[config.mk]
export PLATFORM = sky130hd
export DESIGN_NAME = sync_fifo_wr_arb
export DESIGN_NICKNAME = d
export VERILOG_FILES = /design/src/rtl/fifo_arb_pkg.sv /design/src/rtl/sync_fifo_wr_arb_rr_picker.sv /design/src/rtl/sync_fifo_wr_arb.sv
export SDC_FILE = /design/constraint.sdc
export NUM_CORES = 1
export LEC_CHECK = 0
export CELL_PAD_IN_SITES_DETAIL_PLACEMENT = 1
export CELL_PAD_IN_SITES_GLOBAL_PLACEMENT = 2
export CORE_UTILIZATION = 21
export CTS_BUF_LIST = sky130_fd_sc_hd__clkbuf_4 sky130_fd_sc_hd__clkbuf_8
export DETAILED_ROUTE_END_ITERATION = 8
export GPL_ROUTABILITY_DRIVEN = 0
export PLACE_DENSITY_LB_ADDON = 0.1
export SLEW_MARGIN = 25
export SYNTH_ARGS = -nofsm -noshare
export SYNTH_HDL_FRONTEND = slang
export SYNTH_SLANG_ARGS = --single-unit
[constraint.sdc]
create_clock -name clk -period 5.38 [get_ports clk]
set_input_delay 0.538 -clock clk [delete_from_list [all_inputs] [get_ports clk]]
set_output_delay 0.538 -clock clk [all_outputs]
set_load 0.03 [all_outputs]
[src/rtl/fifo_arb_pkg.sv]
// Shared encodings and width helpers for the FIFO write arbiter and a future read-side scheduler.
package fifo_arb_pkg;

  typedef enum logic [0:0] {
    ARB_IDLE  = 1'b0,
    ARB_BURST = 1'b1
  } arb_state_t;

  function automatic int id_width(input int n);
    return (n > 1) ? $clog2(n) : 1;
  endfunction

  function automatic int bcnt_width(input int max_burst);
    return $clog2(max_burst) + 1;
  endfunction

endpackage

[src/rtl/sync_fifo_wr_arb_rr_picker.sv]
// Combinational round-robin picker: first set req bit searching upward from last_id+1 (mod NUM_REQ).
// Zero latency, no flow control; pick is all-zero when no req bit is set.
module rr_picker
  import fifo_arb_pkg::*;
#(
  parameter int NUM_REQ = 4,
  parameter int ID_W    = id_width(NUM_REQ)
) (
  input  logic [NUM_REQ-1:0] req,
  input  logic [ID_W-1:0]    last_id,
  output logic [NUM_REQ-1:0] pick,
  output logic [ID_W-1:0]    pick_id
);

  logic [2*NUM_REQ-1:0] masked;
  logic                 found;

  // Lower copy is masked up to last_id, so the upper copy provides the wrap-around.
  always_comb begin
    masked = {req, req};
    for (int i = 0; i < NUM_REQ; i++) begin
      if (i <= int'(last_id)) masked[i] = 1'b0;
    end
    found   = 1'b0;
    pick_id = '0;
    for (int i = 0; i < 2*NUM_REQ; i++) begin
      if (masked[i] && !found) begin
        found   = 1'b1;
        pick_id = ID_W'(i % NUM_REQ);
      end
    end
    pick = '0;
    if (found) pick[pick_id] = 1'b1;
  end

endmodule

[src/rtl/sync_fifo_wr_arb.sv]
// Round-robin burst arbiter in front of one sync_fifo write port; 1 output register stage (grant->beat 2 cycles).
// Backpressure: fifo_wr_ready_i low with the output reg full drops the granted req_ready_o in the same cycle.
module sync_fifo_wr_arb
  import fifo_arb_pkg::*;
#(
  parameter int NUM_REQ    = 4,
  parameter int DATA_WIDTH = 32,
  parameter int MAX_BURST  = 16,
  parameter int ID_W       = id_width(NUM_REQ),
  parameter int BCNT_W     = bcnt_width(MAX_BURST)
) (
  input  logic                          clk,
  input  logic                          rst,
  input  logic [NUM_REQ*DATA_WIDTH-1:0] req_data_i,
  input  logic [NUM_REQ-1:0]            req_valid_i,
  input  logic [NUM_REQ-1:0]            req_last_i,
  output logic [NUM_REQ-1:0]            req_ready_o,
  output logic [DATA_WIDTH-1:0]         fifo_data_o,
  output logic [ID_W-1:0]               fifo_id_o,
  output logic                          fifo_wr_valid_o,
  input  logic                          fifo_wr_ready_i,
  output logic [NUM_REQ-1:0]            grant_o,
  output logic                          busy_o
);

  arb_state_t            state_q, state_d;
  logic [NUM_REQ-1:0]    grant_d;
  logic [ID_W-1:0]       last_id_q, last_id_d;
  logic [BCNT_W-1:0]     beat_cnt_q, beat_cnt_d;
  logic [NUM_REQ-1:0]    pick;
  logic [ID_W-1:0]       pick_id;
  logic [DATA_WIDTH-1:0] sel_data;
  logic                  sel_valid;
  logic                  sel_last;
  logic                  out_free;
  logic                  beat_hs;
  logic                  burst_end;

  rr_picker #(
    .NUM_REQ (NUM_REQ),
    .ID_W    (ID_W)
  ) u_picker (
    .req     (req_valid_i),
    .last_id (last_id_q),
    .pick    (pick),
    .pick_id (pick_id)
  );

  // grant_o is one-hot in BURST and zero in IDLE, so the mux yields nothing while idle.
  always_comb begin
    sel_data  = '0;
    sel_valid = 1'b0;
    sel_last  = 1'b0;
    for (int i = 0; i < NUM_REQ; i++) begin
      if (grant_o[i]) begin
        sel_data  = req_data_i[DATA_WIDTH*i +: DATA_WIDTH];
        sel_valid = req_valid_i[i];
        sel_last  = req_last_i[i];
      end
    end
  end

  assign busy_o      = (state_q == ARB_BURST);
  assign out_free    = ~fifo_wr_valid_o | fifo_wr_ready_i;
  assign req_ready_o = (busy_o && out_free) ? grant_o : '0;
  assign beat_hs     = busy_o & sel_valid & out_free;
  assign burst_end   = sel_last | (beat_cnt_q == BCNT_W'(MAX_BURST - 1));

  always_comb begin
    state_d    = state_q;
    grant_d    = grant_o;
    last_id_d  = last_id_q;
    beat_cnt_d = beat_cnt_q;
    case (state_q)
      ARB_IDLE: begin
        grant_d = '0;
        if (|req_valid_i) begin
          grant_d    = pick;
          last_id_d  = pick_id;
          beat_cnt_d = '0;
          state_d    = ARB_BURST;
        end
      end
      ARB_BURST: begin
        // The grant stays locked until a handshake ends the burst, however long valid stays low.
        if (beat_hs) begin
          beat_cnt_d = beat_cnt_q + BCNT_W'(1);
          if (burst_end) begin
            grant_d = '0;
            state_d = ARB_IDLE;
          end
        end
      end
      default: begin
        grant_d = '0;
        state_d = ARB_IDLE;
      end
    endcase
  end

  always_ff @(posedge clk or posedge rst) begin
    if (rst) begin
      state_q    <= ARB_IDLE;
      grant_o    <= '0;
      last_id_q  <= ID_W'(NUM_REQ - 1);
      beat_cnt_q <= '0;
    end else begin
      state_q    <= state_d;
      grant_o    <= grant_d;
      last_id_q  <= last_id_d;
      beat_cnt_q <= beat_cnt_d;
    end
  end

  // In BURST last_id_q is the granted index, so it doubles as the source ID.
  always_ff @(posedge clk or posedge rst) begin
    if (rst) begin
      fifo_wr_valid_o <= 1'b0;
      fifo_data_o     <= '0;
      fifo_id_o       <= '0;
    end else if (beat_hs) begin
      fifo_wr_valid_o <= 1'b1;
      fifo_data_o     <= sel_data;
      fifo_id_o       <= last_id_q;
    end else if (fifo_wr_ready_i) begin
      fifo_wr_valid_o <= 1'b0;
    end
  end

endmodule

Word-level counts from Yosys, hierarchy flattened
Index checks and enable logic that the tools add are counted.
{"block": "word_totals", "register_bits": 47, "out_inout_bits": 44, "wordCells": 88, "in_bits": 139}
{"block": "op_classes", "addsub": 1, "reduce_logical": 19, "eq_ne": 4, "bitwise_logic": 6, "n_lt_le_gt_ge": 5, "n_mux": 46}
{"operator": "$mux 32", "count": 4}
{"operator": "$mux 1", "count": 25}
{"operator": "$mux 4", "count": 5}
{"operator": "$mux 2", "count": 6}
{"operator": "$mux 5", "count": 2}
{"operator": "$pmux 5 s2", "count": 1}
{"operator": "$logic_and 1x1->1", "count": 8}
{"operator": "$pmux 4 s2", "count": 1}
{"operator": "$logic_not 1->1", "count": 6}
{"operator": "$reduce_and 2->1", "count": 3}
{"operator": "$add 5x1->5 const B", "count": 1}
{"operator": "$eq 5x4->1 const B", "count": 1}
{"operator": "$le 2x2->1 const A", "count": 2}
{"operator": "$ne 2x1->1 const B", "count": 2}
{"operator": "$reduce_or 4->1", "count": 1}
{"operator": "$lt 2x3->1 const B", "count": 1}
{"operator": "$and 1x1->1", "count": 2}
{"operator": "$demux 1 s2", "count": 1}
{"operator": "$ge 2x1->1 const B", "count": 1}
{"operator": "$le 1x2->1 const A", "count": 1}
{"operator": "$ne 2x2->1 const B", "count": 1}
{"operator": "$not 1->1", "count": 2}
{"operator": "$or 1x1->1", "count": 2}
{"operator": "$pmux 1 s2", "count": 1}
{"operator": "$reduce_bool 2->1", "count": 1}

Logic depth before layout (Yosys ltp)
{"block": "logic_depth", "ltp_word": 28, "mapped_depth": 7, "ltp_nobuf": 6}

Cells and area by module
A second synthesis with hierarchy kept.
{"block": "hier_totals", "cells_unflattened": 331, "hier_area_um2": 3129.3}
{"mod": "sync_fifo_wr_arb", "cells_each": 306, "seq_area_each_um2": 1178.6, "area_each_um2": 2972.9, "n_inst": 1}
{"mod": "rr_picker", "cells_each": 25, "seq_area_each_um2": 0.0, "area_each_um2": 156.4, "n_inst": 1}

Worst setup path after synthesis
Ideal clock, no wire load.
{"block": "synth_path", "path_type": "register to output", "startpoint": "reg grant_o[3]", "endpoint": "out req_ready_o[3]", "setup_slack_ns": 3.087, "arrival_ns": 1.755, "path_buffers": 3, "t_required_ns": 4.842, "stages_incl_launch_ff": 5, "cell_sequence": "dfrtp_1 -> clkbuf_1 -> clkbuf_1 -> clkbuf_1 -> and3_1"}
{"block": "synth_via", "elab_chain_len": 1}
{"element": "start, declared", "line": "sync_fifo_wr_arb.sv:22", "text": "output logic [NUM_REQ-1:0] grant_o,"}
{"element": "start signal, assigned", "line": "sync_fifo_wr_arb.sv:109", "text": "grant_o <= grant_d;"}
{"element": "$mux 4", "line": "sync_fifo_wr_arb.sv:65", "text": "assign req_ready_o = (busy_o && out_free) ? grant_o : '0;"}
{"element": "end, declared", "line": "sync_fifo_wr_arb.sv:17", "text": "output logic [NUM_REQ-1:0] req_ready_o,"}
Every way passes these cells.

Worst setup path after layout
Same ends and word-level chain as after synthesis.

==> Flow_metrics.wiki <==
{| class="wikitable"
! Metric !! Value
|-
| Outcome || complete, no violations
|-
| Leakage power || 1.84 nW
|-
| Resized Gates After CTS || 0
|-
| Fraction of layout instances using a drive strength above 1 || 4.72%
|-
| DIE HEIGHT || 119 um
|-
| Estimated wirelength of the detail-placed design || around 8.3 mm
|-
| Antenna violation net count after detailed routing || 0
|-
| Worst-case reg-to-reg path depth || 8
|-
| Total Routed Length || 11.7 mm
|-
| Total instance count after detailed placement || 677
|-
| Count of different cell masters after synthesis || 34
|-
| Iter 0 DRT Violations || 93
|-
| RSZ-0062 raised after global routing || no
|-
| Worst Setup Start Kind || register
|-
| Count of clock tree sinks || 47
|-
| Worst min-delay path startpoint || beat_cnt_q[2]$_DFFE_PP0P_
|-
| Global-route usage over all layers || 16.3%
|-
| Number of nets produced by synthesis || 487
|-
| Sequential-to-total area share from yosys stat || 41.0%
|-
| Hold endpoint || beat_cnt_q[2]$_DFFE_PP0P_
|-
| Critical path data arrival time || 2.29 ns
|-
| Worst hold-check path type || register to register
|-
| Via count of the first global-routing pass || 3,343
|-
| Placed standard-cell area || 4820 um2
|-
| Post-layout total power || between 2 and 2.5 mW
|-
| Fill cells || 1,599
|-
| Most frequently used flop master after synthesis || sky130_fd_sc_hd__dfrtp_1
|-
| Vias after detailed routing || 3,285
|-
| Sequential cell area || about 1200 um2
|-
| Pin count of the biggest net entering global routing || between 70 and 80
|-
| 1st-pass router iterations || 4
|-
| Worst-case clock buffer depth || 2
|-
| Total inserted antenna cells || 0
|-
| Clock latency on the worst-skew pair || 0.31 ns
|-
| Worst Max-Slew Pin Slew || 0.757 ns
|-
| CP Cell Sequence || buf_4, and3_1, clkdlybuf4s50_1
|-
| Worst hold slack || 0.512 ns
|-
| Slowest cell on the critical path || sky130_fd_sc_hd__clkdlybuf4s50_1
|-
| CTS Root Buffer Type || sky130_fd_sc_hd__clkbuf_8
|-
| Total Die Area || 14,200 um2
|-
| Synthesized instance count || 346
|-
| Post-route fraction of the period consumed by the critical path || about 53%
|-
| Worst hold path depth || 1
|-
| Total overflow reported by the global router || 0
|-
| Final setup violating endpoints || 0
|-
| Filler-free cell count of the finished design || 685
|-
| Peak ir drop on the vdd network || 0.247 mV
|-
| Std-Cell Core Area || 13,300 um2
|-
| Clock-pin transition on the worst setup and hold timing paths || 0.10 ns
|-
| Number of maximum-capacitance constraint violations || 0
|-
| Max Transition Viols Final || 0
|-
| Multi-input gate area || 1530 um2
|-
| First-pass GRT wire length || 18.2 mm
|-
| Average cell area after synthesis || 8.31 um2
|-
| Netlist Area Pre-Place || 2870 um2
|-
| Max transition margin || 49.5%
|-
| CTS tree || done
|-
| Initial cell density of the core || roughly 22%
|-
| Post-route standard cell area excluding fillers || 4920 um2
|-
| Hold_buf cts || 0
|-
| Stage delay of the slowest cell on the critical path || 0.68 ns
|-
| R2R Setup Slk || 2.65 ns
|-
| Floorplan row count || 42
|-
| Die extent in x || 119 um
|-
| Postcts setup bufs || 0
|-
| Final-report hold violation count || 0
|-
| Avg Vias per Cell || 4.80
|-
| Number of enable flip-flop cells after synthesis || 0
|-
| Detailed-route DRC error count || 0
|-
| CP Class || register to output port
|-
| Port Buffers || 182
|-
| Wire length per cell after detailed routing || 17.0 um
|-
| Required time worst endpoint || between 4 and 5 ns
|-
| Reg-to-reg critical path startpoint || grant_o[1]$_DFFE_PP0P_
|-
| Pwr dens || 499 nW/um2
|-
| H-tree levels || 2
|-
| Total of flip-flops plus latches after synthesis || 47
|-
| Sort of element at the end of the critical path || output port
|-
| Area growth syn-to-layout || 71.1%
|-
| Antenna violations before repair || 0
|-
| Share of synthesized registers carrying an async set or reset || 100%
|-
| Sum of negative setup slack || 0 ns
|-
| Largest fanout of any net on the critical path || 71
|-
| Number of warnings printed during yosys synthesis || 0
|-
| Crit Reg-Reg Endpoint || fifo_data_o[9]$_DFFE_PP0P_
|-
| Final setup skew || 0.0189 ns
|-
| Clock buffers created by TritonCTS || 5
|-
| Number of nets in the layout || about 650
|-
| IO Count || roughly 180
|-
| Max Freq || 353 MHz
|-
| Min cycle time layout || 2.83 ns
|}
## placed cells by master (no fill, tap or decap), drive strengths merged, types with 2 or more instances in the layout
cell / instances
dfrtp: 45
a221oi: 34
inv: 6
nor2b: 33
clkbuf: 6
dfstp: 2
mux2: 3
a21oi: 69
ha: 2
a21o: 2
nand2b: 4
and3: 5
clkdlybuf4s50: 182
clkinv: 2
nand2: 15
mux2i: 2
nor3: 31
nand3: 4
o21ai: 9
buf: 6
nor2: 36
## area by class of cell
class | instances | share of cell area (%)
Tap cell | 176 | 4.48
Timing Repair Buffer | 188 | 38.0
Inverter | 6 | 0.509
Clock inverter | 2 | 0.356
Sequential cell | 47 | 24.0
Clock buffer | 6 | 1.55
Multi-Input combinational cell | 260 | 31.1
## per-layer routing
metal | vias to the layer above | share of wire [%] | global-route usage, %
li1 | 1584 | - | -
met1 | 1559 | 45 | 21.2
met2 | 135 | 45 | 26.3
met3 | 7 | 9.2 | 5.08
met4 | 0 | 1.1 | 3.64
met5 | - | 0 | 0
## cells in the mapped netlist (5+ instances only)
cell,count,area (um2)
sky130_fd_sc_hd__o21ai_0,9,45.0
sky130_fd_sc_hd__a221oi_1,33,289
sky130_fd_sc_hd__nor3_1,31,155
sky130_fd_sc_hd__nand2_1,15,56.3
sky130_fd_sc_hd__clkbuf_1,26,97.6
sky130_fd_sc_hd__nor2b_1,33,206
sky130_fd_sc_hd__inv_1,6,22.5
sky130_fd_sc_hd__buf_2,5,25.0
sky130_fd_sc_hd__and3_1,5,31.3
sky130_fd_sc_hd__dfrtp_1,45,1130
sky130_fd_sc_hd__nor2_1,36,135
sky130_fd_sc_hd__a21oi_1,69,345
## report_power, final
part,switching [mW],leakage (nW),internal [mW]
Combinational,0.924,1.24,0.668
Clock,0.126,0.0488,0.0986
Sequential,0.107,0.549,0.531
Total,1.16,1.84,1.30
## cells by family after synthesis
group,Yosys count,synth area share [%]
flip-flops,47,41.0
adder cells (fa/ha/maj),2,0.871
multiplexers,5,2.00
AND/OR/NAND/NOR,130,22.4
AO/OA/AOI/OAI,122,27.7
buffers and inverters,39,5.70
XOR/XNOR,1,0.305
## stage by stage
step | utilization [%] | setup WS [ns]
2_1_floorplan | - | 3.09
3_3_place_gp | 36.2 | 2.14
3_5_place_dp | 36.3 | 2.33
4_1_cts | 37.0 | 2.52
5_1_grt | 37.0 | 2.42
6_report | 37.0 | 2.55
## flip-flops by register name, indices dropped and copies added, names as in the netlist
| name | flops |
|---|---|
| fifo_data_o | 32 |
| busy_o | 1 |
| grant_o | 4 |
| last_id_q | 2 |
| beat_cnt_q | 5 |
| fifo_wr_valid_o | 1 |
| fifo_id_o | 2 |
## how the worst max path moves through the flow
stage / slack (ns) / end / cells after the start / from
after global routing: 2.42 / req_ready_o[3] / 3 / grant_o[3]$_DFFE_PP0P_
after floorplan: 3.09 / req_ready_o[3] / 4 / grant_o[3]$_DFFE_PP0P_
after CTS: 2.52 / req_ready_o[3] / 3 / grant_o[3]$_DFFE_PP0P_
final: 2.55 / req_ready_o[3] / 3 / grant_o[3]$_DFFE_PP0P_
after detailed placement: 2.33 / fifo_data_o[7]$_DFFE_PP0P_ / 8 / fifo_wr_ready_i
after global placement: 2.14 / fifo_data_o[9]$_DFFE_PP0P_ / 7 / fifo_wr_ready_i
## critical path, delay by kind of cell, from the launching register on
family | cells | cell delay, ns
buffers and inverters | 2 | 1.29
DFF | 1 | 0.40
and+or+nand+nor | 1 | 0.28
(Power assumes the default switching activity.)
